### src/rtl/demod_regs_pkg.sv
// demod_regs_pkg: word offsets, field positions and widths for the demod register bank
package demod_regs_pkg;

    localparam logic [2:0] W_CTRL      = 3'd0;
    localparam logic [2:0] W_DACSEL    = 3'd1;
    localparam logic [2:0] W_FALSELOCK = 3'd2;
    localparam logic [2:0] W_STATUS    = 3'd3;
    localparam logic [2:0] W_AMTC      = 3'd4;
    localparam logic [2:0] W_FSKDEV    = 3'd5;
    localparam logic [2:0] W_EVENT     = 3'd6;
    localparam logic [2:0] W_LOSSCNT   = 3'd7;

    localparam int STATUS_W = 5;
    localparam int ST_DEMOD   = 0;
    localparam int ST_BITSYNC = 1;
    localparam int ST_HFO     = 2;
    localparam int ST_AU      = 3;
    localparam int ST_DESP    = 4;

    typedef logic [STATUS_W-1:0] status_t;

    // Events fire on a falling edge except high_freq_offset, which is a rising-edge event
    localparam status_t RISE_EVT = status_t'(1) << ST_HFO;

    localparam int MODE_W = 5;
    localparam int BS_W   = 2;
    localparam int DAC_W  = 4;
    localparam int FL_W   = 16;
    localparam int AMTC_W = 5;
    localparam int CNT_W  = 16;
    localparam int DEV_W  = 16;

    localparam int CTRL_MODE_LSB  = 0;
    localparam int CTRL_SC_BIT    = 14;
    localparam int CTRL_DESP_BIT  = 15;
    localparam int CTRL_BS_LSB    = 16;
    localparam int DAC0_LSB       = 0;
    localparam int DAC1_LSB       = 8;
    localparam int DAC2_LSB       = 16;
    localparam int FL_ALPHA_LSB   = 0;
    localparam int FL_THRESH_LSB  = 16;
    localparam int EVT_STICKY_LSB = 0;
    localparam int EVT_MASK_LSB   = 16;

    // Expand 4 byte enables into a 32-bit bit mask
    function automatic logic [31:0] be_mask(input logic [3:0] be);
        return {{8{be[3]}}, {8{be[2]}}, {8{be[1]}}, {8{be[0]}}};
    endfunction

endpackage

### src/rtl/demod_regs_if.sv
// demod_regs_if: processor bus between host and the demod register bank
interface demod_regs_if #(parameter int ADDR_W = 13) ();

    logic              cs;
    logic              wr;
    logic              rd;
    logic [ADDR_W-1:0] addr;
    logic [3:0]        be;
    logic [31:0]       wdata;
    logic [31:0]       rdata;
    logic              rd_valid;

    modport master (output cs, wr, rd, addr, be, wdata, input rdata, rd_valid);
    modport slave  (input cs, wr, rd, addr, be, wdata, output rdata, rd_valid);

endinterface

### src/rtl/demod_regs_chan.sv
// demod_regs_chan: one channel's settings, lock-loss events, loss counter and word read mux
module demod_regs_chan
    import demod_regs_pkg::*;
#(
    parameter logic [FL_W-1:0] FL_ALPHA_RST  = '0,
    parameter logic [FL_W-1:0] FL_THRESH_RST = '0
) (
    input  logic              clk,
    input  logic              reset_n,
    input  logic              i_we,
    input  logic [2:0]        i_word,
    input  logic [3:0]        i_be,
    input  logic [31:0]       i_wdata,
    input  status_t           i_status,
    input  logic [DEV_W-1:0]  i_pos_dev,
    input  logic [DEV_W-1:0]  i_neg_dev,
    output logic [MODE_W-1:0] o_demod_mode,
    output logic              o_enable_sc_path,
    output logic              o_enable_despreader,
    output logic [BS_W-1:0]   o_bitsync_mode,
    output logic [DAC_W-1:0]  o_dac0_sel,
    output logic [DAC_W-1:0]  o_dac1_sel,
    output logic [DAC_W-1:0]  o_dac2_sel,
    output logic [FL_W-1:0]   o_false_lock_alpha,
    output logic [FL_W-1:0]   o_false_lock_threshold,
    output logic [AMTC_W-1:0] o_am_tc,
    output logic              o_irq_src,
    output logic [31:0]       o_rdata
);

    logic [MODE_W-1:0] r_mode;
    logic              r_sc;
    logic              r_desp;
    logic [BS_W-1:0]   r_bs;
    logic [DAC_W-1:0]  r_dac0, r_dac1, r_dac2;
    logic [FL_W-1:0]   r_alpha, r_thresh;
    logic [AMTC_W-1:0] r_am_tc;
    status_t           r_prev, r_sticky, r_mask;
    logic [CNT_W-1:0]  r_loss;

    logic [31:0] w_bm;
    status_t     w_evt, w_w1c;
    logic        w_clr_cnt;

    assign w_bm      = be_mask(i_be);
    assign w_evt     = (r_prev & ~i_status & ~RISE_EVT) | (~r_prev & i_status & RISE_EVT);
    assign w_w1c     = (i_we && i_word == W_EVENT && i_be[0]) ? i_wdata[EVT_STICKY_LSB +: STATUS_W] : '0;
    assign w_clr_cnt = i_we && i_word == W_LOSSCNT && i_be[0];

    // Byte-enabled writes to the RW settings and interrupt mask
    always_ff @(posedge clk or negedge reset_n) begin
        if (!reset_n) begin
            r_mode   <= '0;
            r_sc     <= 1'b0;
            r_desp   <= 1'b0;
            r_bs     <= '0;
            r_dac0   <= '0;
            r_dac1   <= '0;
            r_dac2   <= '0;
            r_alpha  <= FL_ALPHA_RST;
            r_thresh <= FL_THRESH_RST;
            r_am_tc  <= '0;
            r_mask   <= '0;
        end else if (i_we) begin
            if (i_word == W_CTRL) begin
                if (i_be[0]) r_mode <= i_wdata[CTRL_MODE_LSB +: MODE_W];
                if (i_be[1]) r_sc <= i_wdata[CTRL_SC_BIT];
                if (i_be[1]) r_desp <= i_wdata[CTRL_DESP_BIT];
                if (i_be[2]) r_bs <= i_wdata[CTRL_BS_LSB +: BS_W];
            end
            if (i_word == W_DACSEL) begin
                if (i_be[0]) r_dac0 <= i_wdata[DAC0_LSB +: DAC_W];
                if (i_be[1]) r_dac1 <= i_wdata[DAC1_LSB +: DAC_W];
                if (i_be[2]) r_dac2 <= i_wdata[DAC2_LSB +: DAC_W];
            end
            if (i_word == W_FALSELOCK) begin
                r_alpha  <= (r_alpha & ~w_bm[FL_ALPHA_LSB +: FL_W])
                          | (i_wdata[FL_ALPHA_LSB +: FL_W] & w_bm[FL_ALPHA_LSB +: FL_W]);
                r_thresh <= (r_thresh & ~w_bm[FL_THRESH_LSB +: FL_W])
                          | (i_wdata[FL_THRESH_LSB +: FL_W] & w_bm[FL_THRESH_LSB +: FL_W]);
            end
            if (i_word == W_AMTC && i_be[0]) r_am_tc <= i_wdata[AMTC_W-1:0];
            if (i_word == W_EVENT && i_be[2]) r_mask <= i_wdata[EVT_MASK_LSB +: STATUS_W];
        end
    end

    // Edge detect, sticky events (a new event beats a same-cycle clear) and saturating loss counter
    always_ff @(posedge clk or negedge reset_n) begin
        if (!reset_n) begin
            r_prev   <= '0;
            r_sticky <= '0;
            r_loss   <= '0;
        end else begin
            r_prev   <= i_status;
            r_sticky <= (r_sticky & ~w_w1c) | w_evt;
            if (w_clr_cnt)
                r_loss <= CNT_W'(w_evt[ST_DEMOD]);
            else if (w_evt[ST_DEMOD] && r_loss != '1)
                r_loss <= r_loss + 1'b1;
        end
    end

    // Word read mux; status and deviation are passed through live
    always_comb begin
        o_rdata = '0;
        case (i_word)
            W_CTRL: begin
                o_rdata[CTRL_MODE_LSB +: MODE_W] = r_mode;
                o_rdata[CTRL_SC_BIT]             = r_sc;
                o_rdata[CTRL_DESP_BIT]           = r_desp;
                o_rdata[CTRL_BS_LSB +: BS_W]     = r_bs;
            end
            W_DACSEL: begin
                o_rdata[DAC0_LSB +: DAC_W] = r_dac0;
                o_rdata[DAC1_LSB +: DAC_W] = r_dac1;
                o_rdata[DAC2_LSB +: DAC_W] = r_dac2;
            end
            W_FALSELOCK: o_rdata = {r_thresh, r_alpha};
            W_STATUS:    o_rdata[STATUS_W-1:0] = i_status;
            W_AMTC:      o_rdata[AMTC_W-1:0] = r_am_tc;
            W_FSKDEV:    o_rdata = {i_neg_dev, i_pos_dev};
            W_EVENT: begin
                o_rdata[EVT_STICKY_LSB +: STATUS_W] = r_sticky;
                o_rdata[EVT_MASK_LSB +: STATUS_W]   = r_mask;
            end
            W_LOSSCNT:   o_rdata[CNT_W-1:0] = r_loss;
            default:     o_rdata = '0;
        endcase
    end

    assign o_demod_mode           = r_mode;
    assign o_enable_sc_path       = r_sc;
    assign o_enable_despreader    = r_desp;
    assign o_bitsync_mode         = r_bs;
    assign o_dac0_sel             = r_dac0;
    assign o_dac1_sel             = r_dac1;
    assign o_dac2_sel             = r_dac2;
    assign o_false_lock_alpha     = r_alpha;
    assign o_false_lock_threshold = r_thresh;
    assign o_am_tc                = r_am_tc;
    assign o_irq_src              = |(r_sticky & r_mask);

endmodule

### src/rtl/demod_regs_mc.sv
// demod_regs_mc: multi-channel demod control/status register bank with lock-loss interrupt
module demod_regs_mc
    import demod_regs_pkg::*;
#(
    parameter int                NUM_CH        = 2,
    parameter int                ADDR_W        = 13,
    parameter logic [ADDR_W-1:0] BASE_ADDR     = 13'h0400,
    parameter logic [FL_W-1:0]   FL_ALPHA_RST  = 16'h0000,
    parameter logic [FL_W-1:0]   FL_THRESH_RST = 16'h0000
) (
    input  logic                     clk,
    input  logic                     reset_n,
    demod_regs_if.slave              bus,
    input  logic [NUM_CH-1:0]        i_demod_lock,
    input  logic [NUM_CH-1:0]        i_bitsync_lock,
    input  logic [NUM_CH-1:0]        i_au_bitsync_lock,
    input  logic [NUM_CH-1:0]        i_high_freq_offset,
    input  logic [NUM_CH-1:0]        i_despread_lock,
    input  logic [DEV_W*NUM_CH-1:0]  i_pos_dev,
    input  logic [DEV_W*NUM_CH-1:0]  i_neg_dev,
    output logic [MODE_W*NUM_CH-1:0] o_demod_mode,
    output logic [NUM_CH-1:0]        o_enable_despreader,
    output logic [NUM_CH-1:0]        o_enable_sc_path,
    output logic [BS_W*NUM_CH-1:0]   o_bitsync_mode,
    output logic [DAC_W*NUM_CH-1:0]  o_dac0_sel,
    output logic [DAC_W*NUM_CH-1:0]  o_dac1_sel,
    output logic [DAC_W*NUM_CH-1:0]  o_dac2_sel,
    output logic [FL_W*NUM_CH-1:0]   o_false_lock_alpha,
    output logic [FL_W*NUM_CH-1:0]   o_false_lock_threshold,
    output logic [AMTC_W*NUM_CH-1:0] o_am_tc,
    output logic                     o_irq
);

    localparam int CH_W = (NUM_CH > 1) ? $clog2(NUM_CH) : 1;

    logic            w_hit, w_wr, w_rd;
    logic [CH_W-1:0] w_ch;
    logic [2:0]      w_word;
    logic [1:0]      w_unused_addr;
    logic [31:0]     w_ch_rdata [NUM_CH];
    logic [NUM_CH-1:0] w_irq_src;
    logic [31:0]     w_rd_data;
    logic [31:0]     r_rdata;
    logic            r_rd_valid;
    logic            r_irq;

    assign w_hit         = bus.cs && (bus.addr[ADDR_W-1:CH_W+5] == BASE_ADDR[ADDR_W-1:CH_W+5]);
    assign w_wr          = w_hit && bus.wr;
    assign w_rd          = w_hit && bus.rd;
    assign w_ch          = bus.addr[CH_W+4:5];
    assign w_word        = bus.addr[4:2];
    assign w_unused_addr = bus.addr[1:0];

    for (genvar g = 0; g < NUM_CH; g++) begin : g_ch
        status_t w_status;
        assign w_status[ST_DEMOD]   = i_demod_lock[g];
        assign w_status[ST_BITSYNC] = i_bitsync_lock[g];
        assign w_status[ST_HFO]     = i_high_freq_offset[g];
        assign w_status[ST_AU]      = i_au_bitsync_lock[g];
        assign w_status[ST_DESP]    = i_despread_lock[g];

        demod_regs_chan #(
            .FL_ALPHA_RST  (FL_ALPHA_RST),
            .FL_THRESH_RST (FL_THRESH_RST)
        ) u_chan (
            .clk                    (clk),
            .reset_n                (reset_n),
            .i_we                   (w_wr && w_ch == CH_W'(g)),
            .i_word                 (w_word),
            .i_be                   (bus.be),
            .i_wdata                (bus.wdata),
            .i_status               (w_status),
            .i_pos_dev              (i_pos_dev[DEV_W*g +: DEV_W]),
            .i_neg_dev              (i_neg_dev[DEV_W*g +: DEV_W]),
            .o_demod_mode           (o_demod_mode[MODE_W*g +: MODE_W]),
            .o_enable_sc_path       (o_enable_sc_path[g]),
            .o_enable_despreader    (o_enable_despreader[g]),
            .o_bitsync_mode         (o_bitsync_mode[BS_W*g +: BS_W]),
            .o_dac0_sel             (o_dac0_sel[DAC_W*g +: DAC_W]),
            .o_dac1_sel             (o_dac1_sel[DAC_W*g +: DAC_W]),
            .o_dac2_sel             (o_dac2_sel[DAC_W*g +: DAC_W]),
            .o_false_lock_alpha     (o_false_lock_alpha[FL_W*g +: FL_W]),
            .o_false_lock_threshold (o_false_lock_threshold[FL_W*g +: FL_W]),
            .o_am_tc                (o_am_tc[AMTC_W*g +: AMTC_W]),
            .o_irq_src              (w_irq_src[g]),
            .o_rdata                (w_ch_rdata[g])
        );
    end

    // Channel select for reads; channel indices past NUM_CH read as zero
    always_comb begin
        w_rd_data = (int'(w_ch) < NUM_CH) ? w_ch_rdata[w_ch] : '0;
    end

    // Registered read data, read-valid pulse and interrupt
    always_ff @(posedge clk or negedge reset_n) begin
        if (!reset_n) begin
            r_rdata    <= '0;
            r_rd_valid <= 1'b0;
            r_irq      <= 1'b0;
        end else begin
            r_rd_valid <= w_rd;
            if (w_rd) r_rdata <= w_rd_data;
            r_irq      <= |w_irq_src;
        end
    end

    assign bus.rdata    = r_rdata;
    assign bus.rd_valid = r_rd_valid;
    assign o_irq        = r_irq;

endmodule
### src/flat_wrapper.sv
// flat-port wrapper written by rule: the top's interface ports become plain ports
module demod_regs_mc_flat import demod_regs_pkg::*;
#(
    parameter int                NUM_CH        = 2,
    parameter int                ADDR_W        = 13,
    parameter logic [ADDR_W-1:0] BASE_ADDR     = 13'h0400,
    parameter logic [FL_W-1:0]   FL_ALPHA_RST  = 16'h0000,
    parameter logic [FL_W-1:0]   FL_THRESH_RST = 16'h0000
)
  (clk, reset_n, i_demod_lock, i_bitsync_lock, i_au_bitsync_lock, i_high_freq_offset, i_despread_lock, i_pos_dev, i_neg_dev, o_demod_mode, o_enable_despreader, o_enable_sc_path, o_bitsync_mode, o_dac0_sel, o_dac1_sel, o_dac2_sel, o_false_lock_alpha, o_false_lock_threshold, o_am_tc, o_irq, bus_cs, bus_wr, bus_rd, bus_addr, bus_be, bus_wdata, bus_rdata, bus_rd_valid);
  demod_regs_if #(.ADDR_W(ADDR_W)) bus_i ();
  input  logic clk;
  input  logic reset_n;
  input  logic [NUM_CH-1:0] i_demod_lock;
  input  logic [NUM_CH-1:0] i_bitsync_lock;
  input  logic [NUM_CH-1:0] i_au_bitsync_lock;
  input  logic [NUM_CH-1:0] i_high_freq_offset;
  input  logic [NUM_CH-1:0] i_despread_lock;
  input  logic [DEV_W*NUM_CH-1:0] i_pos_dev;
  input  logic [DEV_W*NUM_CH-1:0] i_neg_dev;
  output logic [MODE_W*NUM_CH-1:0] o_demod_mode;
  output logic [NUM_CH-1:0] o_enable_despreader;
  output logic [NUM_CH-1:0] o_enable_sc_path;
  output logic [BS_W*NUM_CH-1:0] o_bitsync_mode;
  output logic [DAC_W*NUM_CH-1:0] o_dac0_sel;
  output logic [DAC_W*NUM_CH-1:0] o_dac1_sel;
  output logic [DAC_W*NUM_CH-1:0] o_dac2_sel;
  output logic [FL_W*NUM_CH-1:0] o_false_lock_alpha;
  output logic [FL_W*NUM_CH-1:0] o_false_lock_threshold;
  output logic [AMTC_W*NUM_CH-1:0] o_am_tc;
  output logic o_irq;
  input wire logic [$bits(bus_i.cs)-1:0] bus_cs;
  input wire logic [$bits(bus_i.wr)-1:0] bus_wr;
  input wire logic [$bits(bus_i.rd)-1:0] bus_rd;
  input wire logic [$bits(bus_i.addr)-1:0] bus_addr;
  input wire logic [$bits(bus_i.be)-1:0] bus_be;
  input wire logic [$bits(bus_i.wdata)-1:0] bus_wdata;
  output wire logic [$bits(bus_i.rdata)-1:0] bus_rdata;
  output wire logic [$bits(bus_i.rd_valid)-1:0] bus_rd_valid;
  assign bus_i.cs = bus_cs;
  assign bus_i.wr = bus_wr;
  assign bus_i.rd = bus_rd;
  assign bus_i.addr = bus_addr;
  assign bus_i.be = bus_be;
  assign bus_i.wdata = bus_wdata;
  assign bus_rdata = bus_i.rdata;
  assign bus_rd_valid = bus_i.rd_valid;
  demod_regs_mc #(.NUM_CH(NUM_CH), .ADDR_W(ADDR_W), .BASE_ADDR(BASE_ADDR), .FL_ALPHA_RST(FL_ALPHA_RST), .FL_THRESH_RST(FL_THRESH_RST)) u_core (.clk(clk), .reset_n(reset_n), .bus(bus_i), .i_demod_lock(i_demod_lock), .i_bitsync_lock(i_bitsync_lock), .i_au_bitsync_lock(i_au_bitsync_lock), .i_high_freq_offset(i_high_freq_offset), .i_despread_lock(i_despread_lock), .i_pos_dev(i_pos_dev), .i_neg_dev(i_neg_dev), .o_demod_mode(o_demod_mode), .o_enable_despreader(o_enable_despreader), .o_enable_sc_path(o_enable_sc_path), .o_bitsync_mode(o_bitsync_mode), .o_dac0_sel(o_dac0_sel), .o_dac1_sel(o_dac1_sel), .o_dac2_sel(o_dac2_sel), .o_false_lock_alpha(o_false_lock_alpha), .o_false_lock_threshold(o_false_lock_threshold), .o_am_tc(o_am_tc), .o_irq(o_irq));
endmodule
### config.mk
export PLATFORM = sky130hd
export DESIGN_NAME = demod_regs_mc_flat
export DESIGN_NICKNAME = d
export VERILOG_FILES = /design/src/rtl/demod_regs_pkg.sv /design/src/rtl/demod_regs_if.sv /design/src/rtl/demod_regs_chan.sv /design/src/rtl/demod_regs_mc.sv /design/src/flat_wrapper.sv
export SDC_FILE = /design/constraint.sdc
export NUM_CORES = 1
export LEC_CHECK = 0
export CAP_MARGIN = 20
export CORE_MARGIN = 2
export CORE_UTILIZATION = 49
export CTS_BUF_LIST = sky130_fd_sc_hd__clkbuf_8 sky130_fd_sc_hd__clkbuf_16
export DETAILED_ROUTE_END_ITERATION = 12
export HOLD_SLACK_MARGIN = 0.03
export PLACE_DENSITY = 0.77
export SLEW_MARGIN = 10
export SYNTH_ARGS = -nofsm -noshare
export SYNTH_HDL_FRONTEND = slang
export SYNTH_SLANG_ARGS = --single-unit
export TNS_END_PERCENT = 5
### constraint.sdc
create_clock -name clk -period 2.1 [get_ports clk]
set_input_delay 0.42 -clock clk [delete_from_list [all_inputs] [get_ports clk]]
set_output_delay 0.42 -clock clk [all_outputs]
set_load 0.01 [all_outputs]
==> reports/metrics.csv <==
stage;metric;value;unit
synth;syn_inst;942;
grt;grt_max_degree;57;
floorplan;die_x;151;um
power_and_ir_drop;combPwrFrac;0.121;
grt;grt_antenna_before_repair;0;
setup_path;critPathLaunchType;input port;
floorplan;die-area;22700;sq um
setup_path;critPathKind;in2reg;
sta;rsz0062_at_grt;false;
synth;synthesis.area;10600;sq um
route;drt_iter0_drc;833;
grt;grt_pass1_wl;53800;um
floorplan;num_io_pins;278;
setup_path;crit_arrival;2420;ps
synth;syn_nets;1072;
place;gp_congestion;0.959;
clocking;cts.path.max_buffers;3;
sta;worstMarginPinSlew;512;ps
synth;synth_edf_count;0;
grt;gr-total-overflow;0;
cells_and_area;instances_no_fill;1565;
synth;synthDominantCellAreaShare;0.502;
route;ant_nets;0;
setup_path;crit_path_end_kind;register;
clocking;clockRootBuffer;clkbuf_16;
cells_and_area;nets;1406;
synth;synth_area_leader_cell;dfrtp_1;
setup_path;critPathMaxFanout;8;
place;dp_hpwl;26100;um
cells_and_area;syn2layout_area_growth;41.7;%
cells_and_area;n_antenna_cell;0;
clocking;cts_resized;0;
sta;relSlewSlack;0.659;
route;via_per_inst;6.07;
sta;setup_violations;0;
power_and_ir_drop;vdd_ir_drop_max;647;uV
sta;hold_viol;0;
route;first_pass_iters;5;
synth;ys_seq_elements;212;
setup_path;max_stage_delay;470;ps
power_and_ir_drop;leakage;6.64;nW
synth;yosysWarnings;0;
clocking;clk_pin_slew;60;ps
clocking;worstSkewPairLatency;510;ps
route;wl_per_cell;22.6;um
place;pre_cts_ws;-426;ps
synth;avgSynthCellArea;11.2;sq um
floorplan;rows;53;
clocking;clkSinkCount;212;
run_status;status;finished clean;
floorplan;dieHeight;151;um
sta;period_share;0.968;
power_and_ir_drop;p_sw_frac;0.250;
setup_path;path_cells;clkdlybuf4s50_1 > nor4_4 > nand4_1 > buf_4 > nor2_1 > nand2_2 > mux2_2;
clocking;htreeDepth;1;
clocking;cts_tree;done;
grt;grt_pass1_vias;9386;
sta;max_clock_freq;492;MHz
route;drc;0;
power_and_ir_drop;pwr-share-seq;0.462;
power_and_ir_drop;power_density;633;nW/um^2
sta;maxSlewViolCount;0;
route;drt_wl_total;35400;um
clocking;numCtsBuffers;23;
floorplan;core_area;21100;sq um
cells_and_area;drive_above_1_share;0.234;
synth;yosys-top-cells-area;dfrtp_1 (50%), mux2_2 (15%), a221oi_1 (4.1%);
cells_and_area;layout_common_cells;clkdlybuf4s50_1 (270), dfrtp_1 (212), mux2_2 (144);
synth;synth_top_flop_cell;dfrtp_1;
cells_and_area;final_common_cell;clkdlybuf4s50_1;
synth;ys_seq_area_frac;0.502;
place;io_buffers;275;
synth;ys_types;63;
power_and_ir_drop;p_int;7.12;mW
power_and_ir_drop;p_sw;2.37;mW
setup_path;critPathRequiredTime;2480;ps
route;vias;9492;
job;cap_violations;0;
setup_path;slowest_stage;clkdlybuf4s50_1;
sta;period_needed;2030;ps
place;placedCellCount;1525;
grt;grt_usage;0.309;
sta;setup_slack;67.8;ps
synth;async_reset_ff_frac;1.00;
floorplan;initial_utilization;0.501;
min_path;hp-class;in2reg;
power_and_ir_drop;clkPwrFrac;0.417;
sta;fin_skew;18.6;ps
-- power groups by stage --
stage	registers, mW	logic, mW	clock network, mW
after CTS	4.37	1.14	4.00
after detailed placement	4.45	1.13	0
final	4.38	1.15	3.95
after floorplan	4.38	0.495	0
after global placement	4.44	1.12	0
after global routing	4.39	1.24	4.17
-- final timing paths --
check                                                            start                                           end  slack, ps  cells past startpoint
setup / recovery                                           bus_addr[8]                                      register         70                      7
hold reg to reg                       u_core.bus.rdata[29]$_DFFE_PN0P_              u_core.bus.rdata[29]$_DFFE_PN0P_        480                      2
max in group asynchronous                                      reset_n   u_core.g_ch[1].u_chan.r_loss[5]$_DFFE_PN0P_        970                      3
min in group asynchronous                                      reset_n                                     async pin        450                      2
setup reg to reg           u_core.g_ch[1].u_chan.r_loss[1]$_DFFE_PN0P_  u_core.g_ch[1].u_chan.r_loss[15]$_DFFE_PN0P_        270                      7
hold / removal                                      i_despread_lock[1]     u_core.g_ch[1].u_chan.r_prev[4]$_DFF_PN0_        380                      1
-- critical path, delay by kind of cell --
kind | cells | cell delay, ps
simple gates | 4 | 1010
buf+inv | 2 | 690
mux | 1 | 310
-- per-stage QoR --
step           total power, mW  hold slack (ps)  setup TNS (ps)   util  instance area (sq um)
6_report                  9.48              383               0  0.710                  15000
5_1_grt                   9.80              403               0  0.710                  15000
3_5_place_dp              5.58              435          -61010  0.675                  14200
2_1_floorplan             4.88              124               0      -                  10600
3_3_place_gp              5.56              426          -56930  0.675                  14200
4_1_cts                   9.51              375               0  0.710                  15000
-- Yosys cell counts, types with 4 or more instances --
library cell	instances
o31ai_1	20
a22o_1	14
nor2_1	51
clkbuf_1	27
inv_1	19
or3_1	4
mux2_2	144
nand2_2	4
nor2_2	5
nand2_1	92
buf_4	6
nor2b_1	8
a31oi_1	5
dfrtp_1	212
and4_1	4
buf_2	24
nand4_1	13
nand2b_1	7
nor3_1	23
o221ai_1	6
xnor2_1	13
nand3_1	17
o21ai_0	32
a22oi_1	10
nor3b_1	7
mux2i_1	31
a221oi_1	50
a21oi_1	29
nor4_1	4
-- logic make-up after synthesis --
| logic type | after synthesis | synth area share |
|---|---|---|
| DFF | 212 | 0.502 |
| buffers and inverters | 80 | 0.0335 |
| adders and majority gates | 2 | 0.00237 |
| xor gates and xnor gates | 16 | 0.0133 |
| and+or+nand+nor | 265 | 0.133 |
| AOI/OAI and AO/OA | 192 | 0.133 |
| muxes | 175 | 0.183 |
-- per-layer routing --
layer | global-route usage | up-vias | routed length, um
met4 | 0.120 | 0 | 1500
met1 | 0.419 | 4708 | 14400
met5 | 0 | - | 0
li1 | - | 4184 | -
met3 | 0.0581 | 100 | 2870
met2 | 0.493 | 500 | 16600
-- cell type report --
type / instances / area (sq um)
repair buffers: 369 / 3590
fillers: 1530 / 6120
flip-flops and latches: 212 / 5310
clock buffers: 30 / 672
inverters: 20 / 75.1
well taps: 275 / 344
multi-input cells: 650 / 4920
clock inverters: 9 / 61.3
-- what timing repair did --
action / CTS / global route
hold endpoints to repair: 51 / 0
endpoints found under the setup margin: 0 / 11
hold buffers: 1 / 0
setup buffers: 0 / 0
(Power assumes the default switching activity.)
